<file path="src/rtl/freq_meas_sequencer.sv">
// Wishbone master that autonomously drives a frequency_counter through
// clear / start / gate wait / read and hands each count downstream with a tag.
module freq_meas_sequencer #(
  parameter logic [31:0] CTRL_ADDR      = 32'h8,
  parameter logic [31:0] COUNT_ADDR     = 32'h9,
  parameter logic [31:0] CLEAR_WORD     = 32'h01,
  parameter logic [31:0] START_WORD     = 32'h80,
  parameter int unsigned GATE_CYCLES    = 80,
  parameter int unsigned TIMEOUT_CYCLES = 16,
  parameter int unsigned MAX_RETRY      = 3
) (
  input  logic        clk_i,
  input  logic        rst_i,
  input  logic        enable_i,
  input  logic        err_clr_i,
  output logic [31:0] m_addr_o,
  output logic [31:0] m_dat_o,
  input  logic [31:0] m_dat_i,
  output logic        m_we_o,
  output logic [3:0]  m_sel_o,
  output logic        m_cyc_o,
  output logic        m_stb_o,
  input  logic        m_ack_i,
  input  logic        m_err_i,
  input  logic        m_rty_i,
  output logic [31:0] result_o,
  output logic [7:0]  seq_o,
  output logic        result_valid_o,
  input  logic        result_ready_i,
  output logic        busy_o,
  output logic        err_o,
  output logic [1:0]  err_code_o
);

  typedef enum logic [2:0] {
    S_IDLE,
    S_WR_CLR,
    S_WR_START,
    S_GATE,
    S_RD_CNT,
    S_OUTPUT,
    S_ERROR
  } state_t;

  state_t      state_q, state_d;
  state_t      issue_st;
  logic        cyc_q, cyc_d;
  logic        we_q, we_d;
  logic [3:0]  sel_q, sel_d;
  logic [31:0] addr_q, addr_d;
  logic [31:0] dat_q, dat_d;
  logic [31:0] result_q, result_d;
  logic [31:0] gate_q, gate_d;
  logic [31:0] tmo_q, tmo_d;
  logic [31:0] retry_q, retry_d;
  logic [7:0]  seq_q, seq_d;
  logic        valid_q, valid_d;
  logic        busy_q, busy_d;
  logic        err_q, err_d;
  logic [1:0]  code_q, code_d;
  logic        issue;
  logic        err_set;
  logic [1:0]  err_cause;

  always_comb begin
    state_d   = state_q;
    cyc_d     = cyc_q;
    we_d      = we_q;
    addr_d    = addr_q;
    dat_d     = dat_q;
    result_d  = result_q;
    gate_d    = gate_q;
    tmo_d     = tmo_q;
    retry_d   = retry_q;
    seq_d     = seq_q;
    err_d     = err_q;
    code_d    = code_q;
    issue     = 1'b0;
    issue_st  = state_q;
    err_set   = 1'b0;
    err_cause = '0;

    case (state_q)
      S_IDLE: begin
        if (enable_i && !err_q) state_d = S_WR_CLR;
      end
      // A bus state with the cycle dropped (fresh entry or retry gap) issues
      // on the next edge, so no strobe is ever back-to-back.
      S_WR_CLR, S_WR_START, S_RD_CNT: begin
        if (!cyc_q) begin
          issue = 1'b1;
        end else if (m_err_i) begin
          err_set   = 1'b1;
          err_cause = 2'd1;
        end else if (m_rty_i) begin
          if (retry_q >= MAX_RETRY) begin
            err_set   = 1'b1;
            err_cause = 2'd3;
          end else begin
            retry_d = retry_q + 32'd1;
            cyc_d   = 1'b0;
            tmo_d   = '0;
          end
        end else if (m_ack_i) begin
          cyc_d   = 1'b0;
          tmo_d   = '0;
          retry_d = '0;
          case (state_q)
            S_WR_CLR: state_d = S_WR_START;
            S_WR_START: begin
              state_d = S_GATE;
              gate_d  = GATE_CYCLES - 1;
            end
            default: begin
              state_d  = S_OUTPUT;
              result_d = m_dat_i;
            end
          endcase
        end else if (tmo_q >= TIMEOUT_CYCLES - 1) begin
          err_set   = 1'b1;
          err_cause = 2'd2;
        end else begin
          tmo_d = tmo_q + 32'd1;
        end
      end
      // The read strobe is raised on the edge leaving GATE.
      S_GATE: begin
        if (gate_q == '0) begin
          state_d  = S_RD_CNT;
          issue    = 1'b1;
          issue_st = S_RD_CNT;
        end else begin
          gate_d = gate_q - 32'd1;
        end
      end
      S_OUTPUT: begin
        if (result_ready_i) begin
          seq_d   = seq_q + 8'd1;
          state_d = enable_i ? S_WR_CLR : S_IDLE;
        end
      end
      S_ERROR: state_d = S_IDLE;
      default: state_d = S_IDLE;
    endcase

    if (issue) begin
      cyc_d = 1'b1;
      tmo_d = '0;
      case (issue_st)
        S_RD_CNT: begin
          we_d   = 1'b0;
          addr_d = COUNT_ADDR;
          dat_d  = '0;
        end
        S_WR_START: begin
          we_d   = 1'b1;
          addr_d = CTRL_ADDR;
          dat_d  = START_WORD;
        end
        default: begin
          we_d   = 1'b1;
          addr_d = CTRL_ADDR;
          dat_d  = CLEAR_WORD;
        end
      endcase
    end

    // A new error outranks a simultaneous clear request.
    if (err_set) begin
      state_d = S_ERROR;
      cyc_d   = 1'b0;
      tmo_d   = '0;
      retry_d = '0;
      err_d   = 1'b1;
      code_d  = err_cause;
    end else if (err_clr_i) begin
      err_d  = 1'b0;
      code_d = '0;
    end

    sel_d   = cyc_d ? 4'hF : 4'h0;
    valid_d = (state_d == S_OUTPUT);
    busy_d  = (state_d != S_IDLE);
  end

  always_ff @(posedge clk_i) begin
    if (rst_i) begin
      state_q  <= S_IDLE;
      cyc_q    <= 1'b0;
      we_q     <= 1'b0;
      sel_q    <= '0;
      addr_q   <= '0;
      dat_q    <= '0;
      result_q <= '0;
      gate_q   <= '0;
      tmo_q    <= '0;
      retry_q  <= '0;
      seq_q    <= '0;
      valid_q  <= 1'b0;
      busy_q   <= 1'b0;
      err_q    <= 1'b0;
      code_q   <= '0;
    end else begin
      state_q  <= state_d;
      cyc_q    <= cyc_d;
      we_q     <= we_d;
      sel_q    <= sel_d;
      addr_q   <= addr_d;
      dat_q    <= dat_d;
      result_q <= result_d;
      gate_q   <= gate_d;
      tmo_q    <= tmo_d;
      retry_q  <= retry_d;
      seq_q    <= seq_d;
      valid_q  <= valid_d;
      busy_q   <= busy_d;
      err_q    <= err_d;
      code_q   <= code_d;
    end
  end

  assign m_addr_o       = addr_q;
  assign m_dat_o        = dat_q;
  assign m_we_o         = we_q;
  assign m_sel_o        = sel_q;
  assign m_cyc_o        = cyc_q;
  assign m_stb_o        = cyc_q;
  assign result_o       = result_q;
  assign seq_o          = seq_q;
  assign result_valid_o = valid_q;
  assign busy_o         = busy_q;
  assign err_o          = err_q;
  assign err_code_o     = code_q;

endmodule
</file>
<file path="config.mk">
export PLATFORM = sky130hd
export DESIGN_NAME = freq_meas_sequencer
export DESIGN_NICKNAME = d
export VERILOG_FILES = /design/src/rtl/freq_meas_sequencer.sv
export SDC_FILE = /design/constraint.sdc
export NUM_CORES = 1
export LEC_CHECK = 0
export BUFFER_PORTS_ARGS = -buffer_cell sky130_fd_sc_hd__buf_4
export CORE_ASPECT_RATIO = 0.5
export CORE_UTILIZATION = 30
export CTS_CLUSTER_SIZE = 16
export DETAILED_ROUTE_END_ITERATION = 6
export HOLD_SLACK_MARGIN = 0.1
export PLACE_DENSITY_LB_ADDON = 0.3
export SYNTH_ARGS = -nofsm -noshare
export SYNTH_HDL_FRONTEND = slang
export SYNTH_SLANG_ARGS = --single-unit
</file>
<file path="constraint.sdc">
create_clock -name clk_i -period 6.1 [get_ports clk_i]
set_input_delay 0.61 -clock clk_i [delete_from_list [all_inputs] [get_ports clk_i]]
set_output_delay 0.61 -clock clk_i [all_outputs]
set_load 0.01 [all_outputs]
</file>
**After elaboration in Yosys (flattened, before gate mapping)**

Index checks and enable logic that the tools add are counted.

- Bitwise operators: 3
- Mux-type cells: 58
- Reduce and logical (&&, ||, !) cells: 17
- Equal/unequal tests: 16
- Add/sub/neg operators: 4
- Order comparisons: 2

Operators with widths:

| kind | number |
|---|---|
| two-way mux 32 bit | 13 |
| adder 32 x 1 -> 32 bit, second input constant | 2 |
| case mux 32 bit (2 select lines) | 1 |
| greater-or-equal comparator 32 x 2 -> 1 bit, second input constant | 1 |
| greater-or-equal comparator 32 x 4 -> 1 bit, second input constant | 1 |
| logical NOT 32 bit | 1 |
| subtractor 32 x 1 -> 32 bit, second input constant | 1 |
| two-way mux 3 bit | 9 |
| two-way mux 1 bit | 21 |
| two-way mux 2 bit | 9 |
| case mux 8 bit (2 select lines) | 1 |
| inequality test 2 bit, second input constant | 7 |
| equality test 3 bit, second input constant | 4 |
| case mux 3 bit (4 select lines) | 1 |
| AND reduction 5 bit | 2 |
| equality test 3 x 2 -> 1 bit, second input constant | 3 |
| adder 8 x 1 -> 8 bit, second input constant | 1 |
| AND reduction 7 bit | 1 |
| case mux 3 bit (2 select lines) | 1 |
| AND reduction 6 bit | 1 |
| nonzero test 2 bit | 3 |
| OR reduction 3 bit | 2 |
| two-way mux 4 bit | 1 |
| OR reduction 2 bit | 2 |
| other kinds (9) | 11 |

- Bits of input ports: 40
- Register bits after elaboration: 214
- Word-level logic and storage cells: 115
- Output and inout bits: 116

**Longest topological paths before layout**

- Word-level depth: 9
- Mapped depth: 9
- Mapped depth without buffers: 8

**Least setup slack after synthesis**

No wires, ideal clock.

- Kind: flip-flop to flip-flop
- Start: register gate_q[6]
- End: register gate_q[31]
- Stages on the path, launching flop included: 9
- Buffers on the path: 2
- Slack: 3.096 ns
- Data arrival time: 2.933 ns
- Clock period less this slack: 3.004 ns
- Library setup time: 0.070 ns
- Required time: 6.030 ns
- Cells stage by stage: dfxtp_1 > or4_4 > or4_1 > buf_2 > or4_4 > buf_6 > or4_4 > or3_1 > a21oi_1

- Cells in the longest elaborated chain, start to end: 3
- Elaborated cells on any way between the ends: 6
- Those cells by class: add/sub (1); eq/ne (1); mux (2); reduce/logical (2)

RTL lines:

| what | line | text |
|---|---|---|
| start, declared | 53 | `logic [31:0] gate_q, gate_d;` |
| start signal, assigned | 211 | `gate_q <= gate_d;` |
| subtractor 32 x 1 -> 32 bit or logical NOT 32 bit (tied branches) | 133, 128 |  |
| two-way mux 32 bit or inequality test 2 bit (tied branches) | n/a |  |
| case mux 32 bit (2 select lines) or AND reduction 7 bit (tied branches) | n/a |  |

Parallel ways exist; a longest one is shown, timed or not. The select of a mux whose other input is x is not followed.
A chain may end at the register's enable or synchronous reset.

**Final worst setup path**

- Start: register gate_q[6]
- End: register gate_q[26]

Same word-level chain as after synthesis.

==> impl_results.md <==
* Status: finished, final reports clean
* Register area share after synthesis at 0.4302
* Antenna violations before repair at 0
* Avg Cell Area, Syn at slightly above 8 µm²
* Routed vias at around 6000
* GPL Wtd Cong at 0.8016
* Hold Slack at 430.6 ps
* Pwr Density at between 200 and 300 nW/µm²
* Critical Path End Type: flip-flop
* Num rows at 39
* Overall power at 2.345 mW
* Reg2Reg Launch Point: gate_q[6]
* Largest area contributor in the synthesized netlist: dfxtp_1
* Vias in the first global route at 5346
* Critical path origin: gate_q[6]
* Synthesized cell area at 6980 µm²
* Fin nets at 971
* Die ar. at 23920 µm²
* Reg power frac at 0.439
* CP endpoint: gate_q[26]
* Setup Viol. Count Final at 0
* Final antenna-violating net count at 0
* Number of synthesized flops with an enable pin at 0
* IO Pins at 156
* Starting Density at 0.3057
* Total grt overflow at 0
* TritonRoute pass-1 iters at 5
* Primary FF master, synth: dfxtp_1
* Vias per inst at around 4.8
* Library cells used by synthesis at 49
* Layout cells sized above 1 at 0.1489
* Top-count cell post-synth: dfxtp_1
* Async S/R FF share, synth at 0
* Worst vdd ir at about 0.21 mV
* Die Ht at 109.9 µm
* Antenna Cells at 0
* Root buf cell: clkbuf_16
* CP Launch Type: flip-flop
* Clk_lat worst skew at 430 ps
* Crit path max fanout at 21
* Period utilisation layout at 0.5593
* Die X-Extent at between 200 and 250 µm
* WL per Instance at about 13 µm
* Hold violation total from the final report at 0
* Final Critical Period at 3412 ps
* Final WL at 15910 µm
* Slew Viols, Final at 0
* Critical Path AT at between 3000 and 4000 ps
* RSZ-0062 raised after global routing: no
* Clock Power Share at 0.442
* Global-route wire length before repair at 26010 µm
* All-layer global routing usage at 0.1337
* Hold Path Class: input port to flip-flop
* Clock buffer count from CTS at 17
* Htree depth at 4
* Hold Buf Count CTS at 0
* Final worst setup slack at between 2000 and 3000 ps
* End of the worst register-to-register path: gate_q[26]
* CTS sink cnt at 150
* Required time worst endpoint at roughly 6400 ps
* Top cells by area, synth: dfxtp_1 (43%), buf_4 (7.0%), a21oi_1 (6.7%)
* Cells after synthesis at approximately 850
* Worst-Margin Slew at 1072 ps
* Slew headroom at 0.2795
* Worst-path clk slew at 60 ps
* Flop and latch count out of synthesis at 150
* Setup TNS at 0 ps
* R2R depth at 6
* Post-synth top cells: dfxtp_1 (150), nand2_1 (96), a21oi_1 (94)
* Setup Buffers After CTS at 0
* Sw frac at 0.2632
* Post-Route Skew at between 20 and 30 ps
* Placeable Area at 22840 µm²
* Area grow syn2layout at 18.53%
* Internal at 1.728 mW
* Yosys top cell area share at 0.4302
* Setup Crit Path Kind: flip-flop to flip-flop
* Largest net degree at the start of global routing at 60
* CTS tree: yes
* Max clock buf depth at 2
* DP HPWL at approximately 11000 µm
* Core Util, Final at 0.3623
* PortBufs at 95
* Max frequency at 293.1 MHz
* DRC at 0
* Psw at roughly 620 µW
* Max-cap violations at 0
* Leak at 3.158 nW
* Logic pwr share at 0.119
* Number of DRC markers in iteration 0 at 399
* CTS resizes at 0
* Synthesis warning total at 0
* Dpl ws at 2382 ps
* R2R setup slack at between 2000 and 3000 ps
-- how the worst min path moves through the flow --
stage	startpoint	endpoint	slack (ps)	cells past startpoint
2_1_floorplan	retry_q[31]	retry_q[31]	440	2
3_3_place_gp	result_o[31]	result_o[31]	440	2
3_5_place_dp	result_o[3]	result_o[3]	450	2
4_1_cts	m_dat_i[24]	result_o[24]	410	3
5_1_grt	m_dat_i[5]	result_o[5]	420	3
6_report	m_dat_i[23]	result_o[23]	430	3
-- cells in the final DEF (no fill, tap or decap), types with 8 or more instances in the layout --
cell type,synthesis,routed
a21oi_1,94,94
a31oi_1,16,16
and3_1,16,16
buf_4,65,99
clkbuf_16,0,17
conb_1,1,60
dfxtp_1,150,150
inv_1,14,14
nand2_1,96,96
nand3_1,26,26
nand4_1,19,19
nor2_1,61,61
nor3_1,16,15
nor4_1,23,23
o211ai_1,13,13
o21a_1,11,11
o21ai_0,43,43
o31ai_1,12,12
or3_1,44,44
or4_1,19,19
xnor2_1,8,8
xor2_1,13,13
-- state kept, by name, indices dropped and copies added, names as in the netlist --
register        count
gate_q             32
tmo_q              32
busy_o              1
retry_q            32
m_we_o              1
m_dat_o             2
err_code_o          2
result_o           32
seq_o               8
m_sel_o             1
state_q             3
result_valid_o      1
m_addr_o            2
err_o               1
-- metrics by stage --
stage	instances	cell area, µm²
after CTS	1246	8267
after detailed placement	1214	7682
final	1247	8274
after global placement	1214	7682
after floorplan	913	7202
after global routing	1247	8274
-- power by group through the flow --
stage,Combinational (mW),Clock [mW],Sequential [mW]
detailed placement,0.279,0,1.05
global placement,0.275,0,1.05
finish,0.278,1.04,1.03
CTS,0.280,1.07,1.03
global route,0.310,1.11,1.03
floorplan,0.238,0,1.04
-- logic make-up (layout without fill, tap and decap cells) --
logic type,after synthesis,after routing,share of synthesized area
multiplexers,2,2,0.002868
AND/OR/NAND/NOR,349,349,0.2579
other,1,60,0.0005372
adder cells (fa/ha/maj),4,4,0.007170
AO/OA/AOI/OAI,209,209,0.1751
XOR/XNOR,21,21,0.02635
flip-flops,150,150,0.4302
buffers and inverters,118,145,0.09984
-- area by class of cell --
cell class              instances  area [µm²]
flip-flops and latches        150        3003
repair buffers                 99       743.2
clock buffers                  20       456.7
clock inverters                12       127.6
inverters                      14       52.55
multi-input cells             645        3507
well taps                     307       384.1
fillers                      2373       14560
-- critical path, stage by stage, from the launching register on --
cell and delay [ps]:
dfxtp_1 360, or4_4 560, or4_1 550, or4_4 660
o211ai_1 840, or4_1 210, a21oi_1 70
-- layer usage --
metal | share of wire | wire length (µm) | vias up | GRT usage
met5 | 0 | 0 | - | 0
met4 | 0.0015 | 24 | 0 | 0.04427
met3 | 0.034 | 537 | 2 | 0.03402
met2 | 0.49 | 7838 | 108 | 0.2263
met1 | 0.47 | 7514 | 2827 | 0.1666
li1 | - | - | 3106 | -
No activity file was read; power rests on OpenSTA's default activity.
